==> src/rtl/ram_arb_pkg.sv <==
// Shared constants and helpers for the dual-port RAM arbiter slice.
package ram_arb_pkg;

  localparam int DEF_NREQ = 2;

  function automatic int clog2(input int n);
    int r;
    r = 0;
    for (int k = 0; k < 32; k++) begin
      if ((1 << r) < n) r++;
    end
    return r;
  endfunction

endpackage

==> src/rtl/rr_arbiter.sv <==
// Round-robin arbiter: grants the first requester after the last winner, wrapping.
module rr_arbiter
  import ram_arb_pkg::*;
#(
  parameter int N   = DEF_NREQ,
  parameter int IDW = (clog2(N) > 0) ? clog2(N) : 1
) (
  input  logic           clk,
  input  logic           rst,
  input  logic [N-1:0]   req,
  input  logic           adv,
  output logic [N-1:0]   gnt,
  output logic [IDW-1:0] gnt_idx
);

  logic [IDW-1:0] ptr;
  logic           found;

  // Two passes: first the requesters above the last winner, then the wrap-around part.
  always_comb begin
    gnt     = '0;
    gnt_idx = '0;
    found   = 1'b0;
    for (int i = 0; i < N; i++) begin
      if (!found && req[i] && (i > int'(ptr))) begin
        found   = 1'b1;
        gnt[i]  = 1'b1;
        gnt_idx = IDW'(i);
      end
    end
    for (int i = 0; i < N; i++) begin
      if (!found && req[i] && (i <= int'(ptr))) begin
        found   = 1'b1;
        gnt[i]  = 1'b1;
        gnt_idx = IDW'(i);
      end
    end
  end

  always_ff @(posedge clk or posedge rst) begin
    if (rst) begin
      ptr <= IDW'(N - 1);
    end else if (adv) begin
      ptr <= gnt_idx;
    end
  end

endmodule

==> src/rtl/dual_ram_arbiter.sv <==
// Shares one write port and one 1-cycle-latency read port of a RAM among NREQ requesters.
module dual_ram_arbiter
  import ram_arb_pkg::*;
#(
  parameter int NREQ = DEF_NREQ,
  parameter int DW   = 32,
  parameter int AW   = 12,
  parameter int IDW  = 3
) (
  input  logic               clk,
  input  logic               rst,
  input  logic [NREQ-1:0]    req_valid,
  input  logic [NREQ-1:0]    req_we,
  input  logic [NREQ*AW-1:0] req_addr,
  input  logic [NREQ*DW-1:0] req_wdata,
  output logic [NREQ-1:0]    req_ready,
  output logic [NREQ-1:0]    rsp_valid,
  output logic [DW-1:0]      rsp_data,
  output logic               ram_wen,
  output logic [AW-1:0]      ram_w_addr,
  output logic [DW-1:0]      ram_w_data,
  output logic               ram_ren,
  output logic [AW-1:0]      ram_r_addr,
  input  logic [DW-1:0]      ram_r_data
);

  logic [NREQ-1:0] wr_cand, rd_cand, wr_gnt, rd_gnt;
  logic [IDW-1:0]  wr_idx, rd_idx;
  logic            vld_p1;
  logic [IDW-1:0]  rd_tag_p1;

  assign wr_cand = req_valid & req_we;
  assign rd_cand = req_valid & ~req_we;

  rr_arbiter #(.N(NREQ), .IDW(IDW)) u_wr_arb (
    .clk     (clk),
    .rst     (rst),
    .req     (wr_cand),
    .adv     (|wr_cand),
    .gnt     (wr_gnt),
    .gnt_idx (wr_idx)
  );

  rr_arbiter #(.N(NREQ), .IDW(IDW)) u_rd_arb (
    .clk     (clk),
    .rst     (rst),
    .req     (rd_cand),
    .adv     (|rd_cand),
    .gnt     (rd_gnt),
    .gnt_idx (rd_idx)
  );

  assign req_ready = wr_gnt | rd_gnt;
  assign ram_wen   = |wr_gnt;
  assign ram_ren   = |rd_gnt;

  // Address/data muxes drive zero when idle so the RAM never sees X.
  always_comb begin
    ram_w_addr = '0;
    ram_w_data = '0;
    ram_r_addr = '0;
    for (int i = 0; i < NREQ; i++) begin
      if (ram_wen && (wr_idx == IDW'(i))) begin
        ram_w_addr = req_addr[i*AW +: AW];
        ram_w_data = req_wdata[i*DW +: DW];
      end
      if (ram_ren && (rd_idx == IDW'(i))) begin
        ram_r_addr = req_addr[i*AW +: AW];
      end
    end
  end

  // ---- stage p0 -> p1: remember who owns the read data arriving next cycle ----
  always_ff @(posedge clk or posedge rst) begin
    if (rst) begin
      vld_p1    <= 1'b0;
      rd_tag_p1 <= '0;
    end else begin
      vld_p1    <= ram_ren;
      rd_tag_p1 <= rd_idx;
    end
  end

  always_comb begin
    rsp_valid = '0;
    for (int i = 0; i < NREQ; i++) begin
      rsp_valid[i] = vld_p1 && (rd_tag_p1 == IDW'(i));
    end
  end

  assign rsp_data = ram_r_data;

endmodule

==> config.mk <==
export PLATFORM = sky130hd
export DESIGN_NAME = dual_ram_arbiter
export DESIGN_NICKNAME = d
export VERILOG_FILES = /design/src/rtl/ram_arb_pkg.sv /design/src/rtl/rr_arbiter.sv /design/src/rtl/dual_ram_arbiter.sv
export SDC_FILE = /design/constraint.sdc
export NUM_CORES = 1
export LEC_CHECK = 0
export BUFFER_PORTS_ARGS = -buffer_cell sky130_fd_sc_hd__buf_2
export CAP_MARGIN = 20
export CORE_AREA = 5 5 83 85
export CTS_BUF_LIST = sky130_fd_sc_hd__clkbuf_4
export CTS_CLUSTER_SIZE = 24
export DETAILED_ROUTE_END_ITERATION = 10
export DIE_AREA = 0 0 88 90
export GPL_ROUTABILITY_DRIVEN = 1
export PLACE_DENSITY_LB_ADDON = 0.1
export SYNTH_ARGS = -nofsm -noshare
export SYNTH_HDL_FRONTEND = slang
export SYNTH_SLANG_ARGS = --single-unit
==> constraint.sdc <==
create_clock -name clk -period 1.76 [get_ports clk]
set_clock_uncertainty 0.1 [all_clocks]
set_input_delay 0 -clock clk [delete_from_list [all_inputs] [get_ports clk]]
set_output_delay 0 -clock clk [all_outputs]
set_load 0.005 [all_outputs]
=== Word level (Yosys, flattened, before mapping) ===
Index checks and enable logic that the tools add are counted.

* Register bits after elaboration: 10
* Latch bits: 0
* RAM bits: 0
* ROM bits: 0
* Output and inout bits: 94
* Word-level logic and storage cells: 60
* Memories kept: 0

* Add/sub/neg operators: 0
* Multipliers: 0
* Div/mod/pow operators: 0
* Order comparisons: 4
* Equality and inequality tests: 3
* Shift operators: 0
* Multiplexer cells: 20
* Bitwise operators: 4
* Reduce and logical (&&, ||, !) cells: 25

{| class="wikitable"
|+ Operators with widths
! operator !! number
|-
| 32-bit 2-to-1 mux || 2
|-
| 12-bit 2-to-1 mux || 4
|-
| 1-bit logical AND || 14
|-
| 3-bit 2-to-1 mux || 4
|-
| 1-bit 2-to-1 mux || 10
|-
| 3-bit by 1-bit == test with 1-bit output, second input constant || 3
|-
| 3-bit logical NOT || 3
|-
| 2-bit OR reduction || 4
|-
| 1-bit by 3-bit greater-than comparator with 1-bit output, first input constant || 2
|-
| 1-bit by 3-bit less-or-equal comparator with 1-bit output, first input constant || 2
|-
| 2-bit AND || 2
|-
| 1-bit logical NOT || 4
|-
| 2-bit NOT || 1
|-
| 2-bit bitwise OR || 1
|}

=== Longest topological paths before layout ===
Gate-level depths: netlist of the first run.

* Word-level depth: 15
* Depth in mapped cells: 5
* Gate-level depth less buffers: 2

=== Hierarchy ===
From an unflattened synthesis of the first run, not the netlist that was laid out.

* Cells, all modules: 202
* Area, all modules: 1813.0 um^2

{| class="wikitable"
|+ By module, submodules not included
! module !! times used !! cells each !! area each (um^2)
|-
| dual_ram_arbiter || 1 || 182 || 1625.3
|-
| rr_arbiter || 2 || 10 || 93.8
|}

=== Worst setup path before layout of the first run ===
Ideal clock, no wire load.

* Kind: flip-flop to flip-flop
* From: reg u_rd_arb.ptr[0]
* To: reg rd_tag_p1[0]
* Library setup time: 0.118 ns
* Arrival: 1.025 ns
* Data required time: 1.542 ns
* Path slack: 0.517 ns
* Stages on the path, launching flop included: 5
* Clock period less this slack: 1.243 ns
* Cells stage by stage: dfstp_2 > and3b_1 > clkbuf_1 > buf_6 > nor2_1

* Cells in the longest elaborated chain, start to end: 10
* Elaborated cells between the ends (all ways): 13
* Classes of those cells: 2 x order compare; 5 x mux; 6 x reduce/logical

{| class="wikitable"
|+ Ends and longest elaborated chain
! what !! RTL line !! source
|-
| from (decl) || rr_arbiter.sv:16 || <nowiki>logic [IDW-1:0] ptr;</nowiki>
|-
| from (signal assigned) || rr_arbiter.sv:42 || <nowiki>ptr <= IDW'(N - 1);</nowiki>
|-
| from (signal assigned) || rr_arbiter.sv:44 || <nowiki>ptr <= gnt_idx;</nowiki>
|-
| 1-bit by 3-bit greater-than comparator with 1-bit output || rr_arbiter.sv:25 || <nowiki>if (!found && req[i] && (i > int'(ptr))) begin</nowiki>
|-
| 1-bit logical AND || rr_arbiter.sv:25 ||
|-
| 1-bit 2-to-1 mux || rr_arbiter.sv:25 ||
|-
| 1-bit logical NOT || rr_arbiter.sv:32 || <nowiki>if (!found && req[i] && (i <= int'(ptr))) begin</nowiki>
|-
| 1-bit logical AND || rr_arbiter.sv:32 ||
|-
| 1-bit 2-to-1 mux || rr_arbiter.sv:32 ||
|-
| 1-bit logical NOT || rr_arbiter.sv:32 ||
|-
| 1-bit logical AND (2 in a row) || rr_arbiter.sv:32 ||
|-
| 3-bit 2-to-1 mux * || rr_arbiter.sv:32 ||
|-
| named net rd_idx[0] || dual_ram_arbiter.sv:28 || <nowiki>logic [IDW-1:0] wr_idx, rd_idx;</nowiki>
|-
| to (signal assigned) || dual_ram_arbiter.sv:80 || <nowiki>rd_tag_p1 <= rd_idx;</nowiki>
|-
| to (decl) || dual_ram_arbiter.sv:30 || <nowiki>logic [IDW-1:0] rd_tag_p1;</nowiki>
|}

Mark *: on every way through the listed nets, which the timed path passes. The rest lies on a longest branch.
A chain may end at the register's enable or synchronous reset.

=== Worst setup path in the final report of the first run ===
* From: reg u_wr_arb.ptr[0]
* To: out ram_w_data[7]

* Cells in the longest elaborated chain, start to end: 14
* Elaborated cells between the ends (all ways): 22
* Classes of those cells: 2 x order compare; 1 x eq/ne; 9 x mux; 10 x reduce/logical

{| class="wikitable"
|+ Ends and longest elaborated chain
! what !! RTL line !! source
|-
| from (decl) || rr_arbiter.sv:16 ||
|-
| from (signal assigned) || rr_arbiter.sv:42 ||
|-
| from (signal assigned) || rr_arbiter.sv:44 ||
|-
| 1-bit by 3-bit greater-than comparator with 1-bit output || rr_arbiter.sv:25 ||
|-
| 1-bit logical AND || rr_arbiter.sv:25 ||
|-
| 1-bit 2-to-1 mux || rr_arbiter.sv:25 ||
|-
| 1-bit logical NOT || rr_arbiter.sv:32 ||
|-
| 1-bit logical AND || rr_arbiter.sv:32 ||
|-
| 1-bit 2-to-1 mux || rr_arbiter.sv:32 ||
|-
| 1-bit logical NOT || rr_arbiter.sv:32 ||
|-
| 1-bit logical AND (2 in a row) || rr_arbiter.sv:32 ||
|-
| 3-bit 2-to-1 mux / 1-bit 2-to-1 mux (equally long branches) || rr_arbiter.sv:32 ||
|-
| 3-bit logical NOT / 2-bit OR reduction (equally long branches) || dual_ram_arbiter.sv:63, dual_ram_arbiter.sv:54 ||
|-
| 1-bit logical AND || dual_ram_arbiter.sv:63 || <nowiki>if (ram_wen && (wr_idx == IDW'(i))) begin</nowiki>
|-
| 32-bit 2-to-1 mux || dual_ram_arbiter.sv:63 ||
|-
| 32-bit 2-to-1 mux * || dual_ram_arbiter.sv:63 ||
|-
| to (decl) || dual_ram_arbiter.sv:21 || <nowiki>output logic [DW-1:0] ram_w_data,</nowiki>
|}

Every way passes the cells marked *; elsewhere a longest branch is shown, timed or not.

==> results.yml, run 1 <==
routing:
  wl_per_cell_um: 16.18
  post-route-drc-count: 0
  ant_nets: 0
  avgViaCountPerCell: 5.399
  first_pass_iters: 4
  drt_iter0_markers: 75
  num_vias: 2543
  drt-total-wl_um: 7620
timing:
  relSlewSlack_pct: 58.71
  slew_viol_final: 0
  rsz0062_at_grt: "false"
  hold_violations: 0
  tightest_slew_ps: 618.7
  fmax_mhz: 610.6
  period_share_pct: 93.06
  finalSetupViolCount: 0
  setup_ws_ps: 122.2
  timing.final.crit_period_ps: 1638
  setup_tns_ps: 0
power_and_ir_drop:
  p_sw_share_pct: 40.81
  power_frac_clock_pct: 15.0
  p_seq_share_pct: 12.5
  pwr_density_cell_nw_per_um2: 337.0
  intPower_uw: 558.5
  ir_drop_mv: 0.2038
  power_frac_comb_pct: 72.6
  power_switching_uw: 385.1
  power_leakage_nw: 1.338
clock_network:
  htreeDepth: 1
  clock_path_buffers: 2
  cts_buffers: 3
  path_clk_slew_ps: 40
  post_cts_buffers: 0
  cts_root_buf: "clkbuf_4"
  clk-insertion-delay-late_ps: 230
  cts_tree: "done"
  cts.sink_count: 4
synthesis:
  synthArstFlopShare_pct: 100.0
  synth_most_common_cell: "nand3_1"
  synth-simple-area-share_pct: 36.67
  synth_adder_area_share_pct: 0
  seq_area_frac_synth_pct: 5.370
  syn_avg_cell_area_um2: 7.292
  ys_top_cells_by_count: "nand3_1, o22ai_2, buf_4"
  ys_top_cells_by_area: "o22ai_2, nand3_1, buf_4, nand3b_1, o22ai_1"
  synth_compound_area_share_pct: 32.94
  synth_cells: 262
  ys_warn_count: 0
  synthMuxAreaShare_pct: 0
  synth_top_family_by_area: "simple AND/OR/NAND/NOR gates"
  yosysUniqueCellTypes: 22
  ys_ff_latch: 4
  yosysTopAreaCell: "o22ai_2"
  synth_edf_count: 0
  syn_area_um2: 1911
  ys.flop_type: "dfstp_2"
  synth_top_cell_area_share_pct: 25.54
  synth_xor_area_share_pct: 0
  synth_fp_nets: 388
grt:
  antenna_found_initial: 0
  first_global_vias: 2594
  track_usage_pct: 17.62
  busiest_layer: "met2"
  grt_pass1_wl_um: 11860
  gr-total-overflow: 0
  grt_max_degree: 59
  grt_use_met1_pct: 20.69
  grt_util_met3_pct: 3.656
  grtUsageMet2_pct: 32.98
worst_setup_path:
  path_max_fanout: 21
  crit_family: "flip-flops"
  cp.arrival_ps: 1540
  critPathLaunchType: "flop"
  worstPathRequired_ps: 1660
  end_kind: "output pin"
  crit_type: "flop to output pin"
  path_cells: "and3b_4, buf_12, o22ai_2, buf_2"
  crit_slowest_cell: "dfstp_2"
  cpPeakStageDelay_ps: 530
  cp.buffers_inverters: 2
floorplan:
  fp.dieW_um: 88
  initial_utilization_pct: 31.16
  num_rows: 29
  die_area_um2: 7920
  ioPinCount: 220
  coreArea_um2: 6132
  die_h_um: 90
final_layout:
  fin_nets: 521
  num_antenna_cells: 0
  area_growth_pct: 46.56
  final_area_um2: 2800
  drive_gt1_share_pct: 54.57
  stdcell_count: 471
min_path:
  hold_path.class: "primary input to asynchronous set/reset pin"
placed_design:
  placed_area_um2: 2431
  pre_cts_ws_ps: 174.4
  dp.cells: 434
  io_buffers: 155
  place.gp.congestion: 0.7249
  hpwl_um: 5134
run_status:
  status: "finished, final reports clean"
run:
  cap_violations: 0
[final cells by class]
type | count | area (µm²)
flip-flops and latches | 4 | 102.6
multi-input cells | 186 | 1341
repair buffers | 199 | 1226
fillers | 652 | 3332
well taps | 77 | 96.34
inverters | 1 | 3.754
clock buffers | 4 | 30.03
[kinds of logic after synthesis]
| family | after synthesis |
|---|---|
| buf+inv | 72 |
| simple gates | 125 |
| compound gates | 61 |
| flops | 4 |
[registers in the layout, indices dropped and copies added (netlist names)]
name	flops
u_wr_arb.ptr	1
u_rd_arb.ptr	1
vld_p1	1
rd_tag_p1	1
[per-stage QoR]
stage	power, mW	hold WS [ps]	util [%]
floorplan	0.5383	-335.4	-
global placement	0.7343	-210.2	39.65
detailed placement	0.7362	-207.3	39.65
CTS	0.9577	75.87	45.62
global route	1.019	106.3	45.66
finish	0.9435	82.35	45.66
[worst paths after layout]
path,start,cells past startpoint,endpoint,slack [ps]
worst max-delay path,u_wr_arb.ptr[0],4,ram_w_data[7],120
max in group asynchronous,rst,3,u_rd_arb.ptr[0],1250
worst max register to register,u_wr_arb.ptr[0],3,u_wr_arb.ptr[0],400
min in group clk,req_valid[1],3,u_wr_arb.ptr[0],80
worst min register to register,u_rd_arb.ptr[0],1,u_rd_arb.ptr[0],430
worst min-delay path,rst,3,vld_p1,80
[power by group through the flow]
stage | sequential [mW] | clock [mW] | combinational, mW
detailed placement | 0.117 | 0 | 0.619
global route | 0.119 | 0.149 | 0.751
floorplan | 0.115 | 0 | 0.423
global placement | 0.116 | 0 | 0.618
CTS | 0.118 | 0.148 | 0.692
finish | 0.118 | 0.141 | 0.685
[cell usage in the layout, fill, tap and decap left out, drive strengths merged, types with 2 or more instances in the layout]
cell type,count
dlygate4sd3,33
dfstp,2
o22ai,58
and3b,2
nand3b,24
clkbuf,4
nand3,88
nand2,4
nand2b,2
buf,166
dfrtp,2
[worst register-to-register path, delay by kind of cell, from the launching register on]
| family | cells | cell delay [ps] |
|---|---|---|
| simple gates | 1 | 270 |
| compound gates | 1 | 200 |
| flops | 1 | 530 |
| buf+inv | 1 | 180 |
[routing by layer]
metal,part of all wire [%],wire (µm)
met5,0,0
met4,0.18,14
met3,11,875
met2,50,3824
met1,38,2906
[repair_timing]
action,4_1_cts,5_1_grt
hold buffers,33,0
gates cloned,0,0
gates resized for setup,1,1
hold endpoints to repair,36,0
setup endpoints to repair,13,29
(Power assumes the default switching activity.)
==> run 2: changes to the inputs <==
- CORE_AREA: 5 5 83 85 -> 5 5 82 84
- DIE_AREA: 0 0 88 90 -> 0 0 87 89
- SLEW_MARGIN: default -> 20
- SYNTH_HIERARCHICAL: default -> 1
==> run 2 against run 1 <==
  * Utilization rose by 4.7 points
  * Cell count is 8.7% lower
  * Critical path depth rose by 2
  * Critical path type unchanged
  * Critical endpoint is now ram_w_data[28]
==> results.yml, run 2 <==
synthesis:
  synth_most_common_cell: "mux2i_1"
  yosysUniqueCellTypes: 21
  ys_warn_count: 6
  ys_top_cells_by_area: "mux2i_1, nor3_2, buf_4, dfrtp_1, nor3_1"
  ys_top_cells_by_count: "mux2i_1, buf_4, nor3_2"
  syn_avg_cell_area_um2: 8.975
  seq_area_frac_synth_pct: 8.420
  synth_edf_count: 0
  synth_top_cell_area_share_pct: 30.92
  ys_ff_latch: 6
  syn_area_um2: 1813
  ys.flop_type: "dfrtp_1"
  synth_cells: 202
  synthArstFlopShare_pct: 100.0
  yosysTopAreaCell: "mux2i_1"
floorplan:
  die_h_um: 89
  ioPinCount: 220
  num_rows: 28
  coreArea_um2: 5851
  fp.dieW_um: 87
  initial_utilization_pct: 30.99
  die_area_um2: 7743
grt:
  grt_max_degree: 45
  gr-total-overflow: 0
  first_global_vias: 1964
  antenna_found_initial: 0
  track_usage_pct: 15.81
  grt_pass1_wl_um: 9929
timing:
  finalSetupViolCount: 0
  setup_ws_ps: 11.18
  hold_ws_ps: 109.8
  slew_viol_final: 0
  rsz0062_at_grt: "true"
  fmax_mhz: 571.8
  timing.final.crit_period_ps: 1749
  hold_violations: 0
  period_share_pct: 99.37
  setup_tns_ps: 0
final_layout:
  largest_reg_flops: 3
  drive_gt1_share_pct: 65.63
  register_area_um2: 152.6
  final_common_cell: "buf_2"
  fin_nets: 482
  top_register: "rd_tag_p1"
  stdcell_count: 430
  area_growth_pct: 62.53
  final_cell_mix: "buf_2, mux2i_1, nor3_2"
  num_antenna_cells: 0
  multiInputGateArea_um2: 1334
  final_area_um2: 2947
  fillers: 578
placed_design:
  dp.cells: 387
  hpwl_um: 5163
  pre_cts_ws_ps: 32.52
  placed_area_um2: 2399
  io_buffers: 155
  place.gp.congestion: 0.7550
min_path:
  hold_path.class: "primary input to asynchronous set/reset pin"
worst_setup_path:
  path_max_fanout: 22
  r2r_cells: 4
  crit_type: "flop to output pin"
  worstPathRequired_ps: 1660
  end_kind: "output pin"
  critPathLaunchType: "flop"
  cp.arrival_ps: 1650
routing:
  drt-total-wl_um: 6934
  drt_iter0_markers: 38
  avgViaCountPerCell: 4.563
  wl_per_cell_um: 16.13
  ant_nets: 0
  num_vias: 1962
  post-route-drc-count: 0
  first_pass_iters: 4
clock_network:
  cts.sink_count: 6
  clk-insertion-delay-late_ps: 240
  clock_path_buffers: 2
  cts_root_buf: "clkbuf_4"
  path_clk_slew_ps: 50
  cts_tree: "done"
  cts_buffers: 3
  htreeDepth: 1
power_and_ir_drop:
  ir_drop_mv: 0.1974
  power_leakage_nw: 1.446
  pwr_density_cell_nw_per_um2: 325.8
run_status:
  status: "finished, final reports clean"
run:
  cap_violations: 0
run 2: changes by cell type after synthesis, sizes merged, moves of 7 or more:
cell    change
buf         -7
clkbuf     -11
mux2i      +56
nand3      -88
nand3b     -24
nor3       +56
o22ai      -58
run 2: kinds of logic after synthesis:
group	Yosys count	synth area share [%]
buffers and inverters	60	24.15
AND/OR/NAND/NOR	70	31.54
flip-flops	6	8.420
AO/OA/AOI/OAI	6	2.899
multiplexers	58	32.57
other	2	0.4142
run 2: timing repair:
| item | in CTS | in global routing |
|---|---|---|
| hold buffers | 33 | 0 |
| resized for setup | 7 | 15 |
| setup endpoints to repair | 57 | 57 |
| setup buffers | 1 | 3 |
| pin swaps | 14 | 9 |
| cloned | 0 | 2 |
| endpoints found under the hold margin | 38 | 0 |
run 2: layout make-up:
cell class                      count  area share, %
Sequential cell                     6          5.180
Clock buffer                        4          1.019
Multi-Input combinational cell    138          45.27
Timing Repair Buffer              200          44.46
Inverter                            7         0.8917
Tap cell                           75          3.185
run 2: where the power goes:
group	internal (mW)	switching (mW)
registers	0.154	0.0105
logic	0.337	0.306
clock network	0.101	0.0514
run 2: worst paths after layout:
path	startpoint	endpoint	slack (ps)
min in group clk	req_we[1]	rd_tag_p1[0]	160
min reg2reg	u_rd_arb/ptr[0]	u_rd_arb/ptr[0]	550
max reg2reg	u_rd_arb/ptr[0]	u_rd_arb/ptr[0]	420
min	rst	vld_p1	110
max	u_wr_arb/ptr[0]	ram_w_data[28]	10
max in group asynchronous	rst	rd_tag_p1[2]	1300
run 2: critical path, cell delays in order (launching register included):
cell and delay (ps):
dfstp_2 590, inv_2 60, a21boi_4 160, nor2_4 90, buf_12 180, nor3_2 180, buf_2 140
run 2: per-stage QoR:
| step | utilization, % | total power [mW] |
|---|---|---|
| 6_report | 50.36 | 0.9601 |
| 5_1_grt | 50.36 | 1.031 |
| 3_5_place_dp | 41.00 | 0.6650 |
| 4_1_cts | 47.73 | 0.9047 |
| 3_3_place_gp | 41.00 | 0.6642 |
| 2_1_floorplan | - | 0.5304 |
run 2: metal layers:
| metal | global-route usage [%] | wire (µm) | up-vias |
|---|---|---|---|
| met3 | 3.594 | 624 | 4 |
| li1 | - | - | 978 |
| met2 | 28.85 | 3677 | 112 |
| met1 | 19.20 | 2604 | 868 |
| met5 | 0 | 0 | - |
| met4 | 2.550 | 27 | 0 |
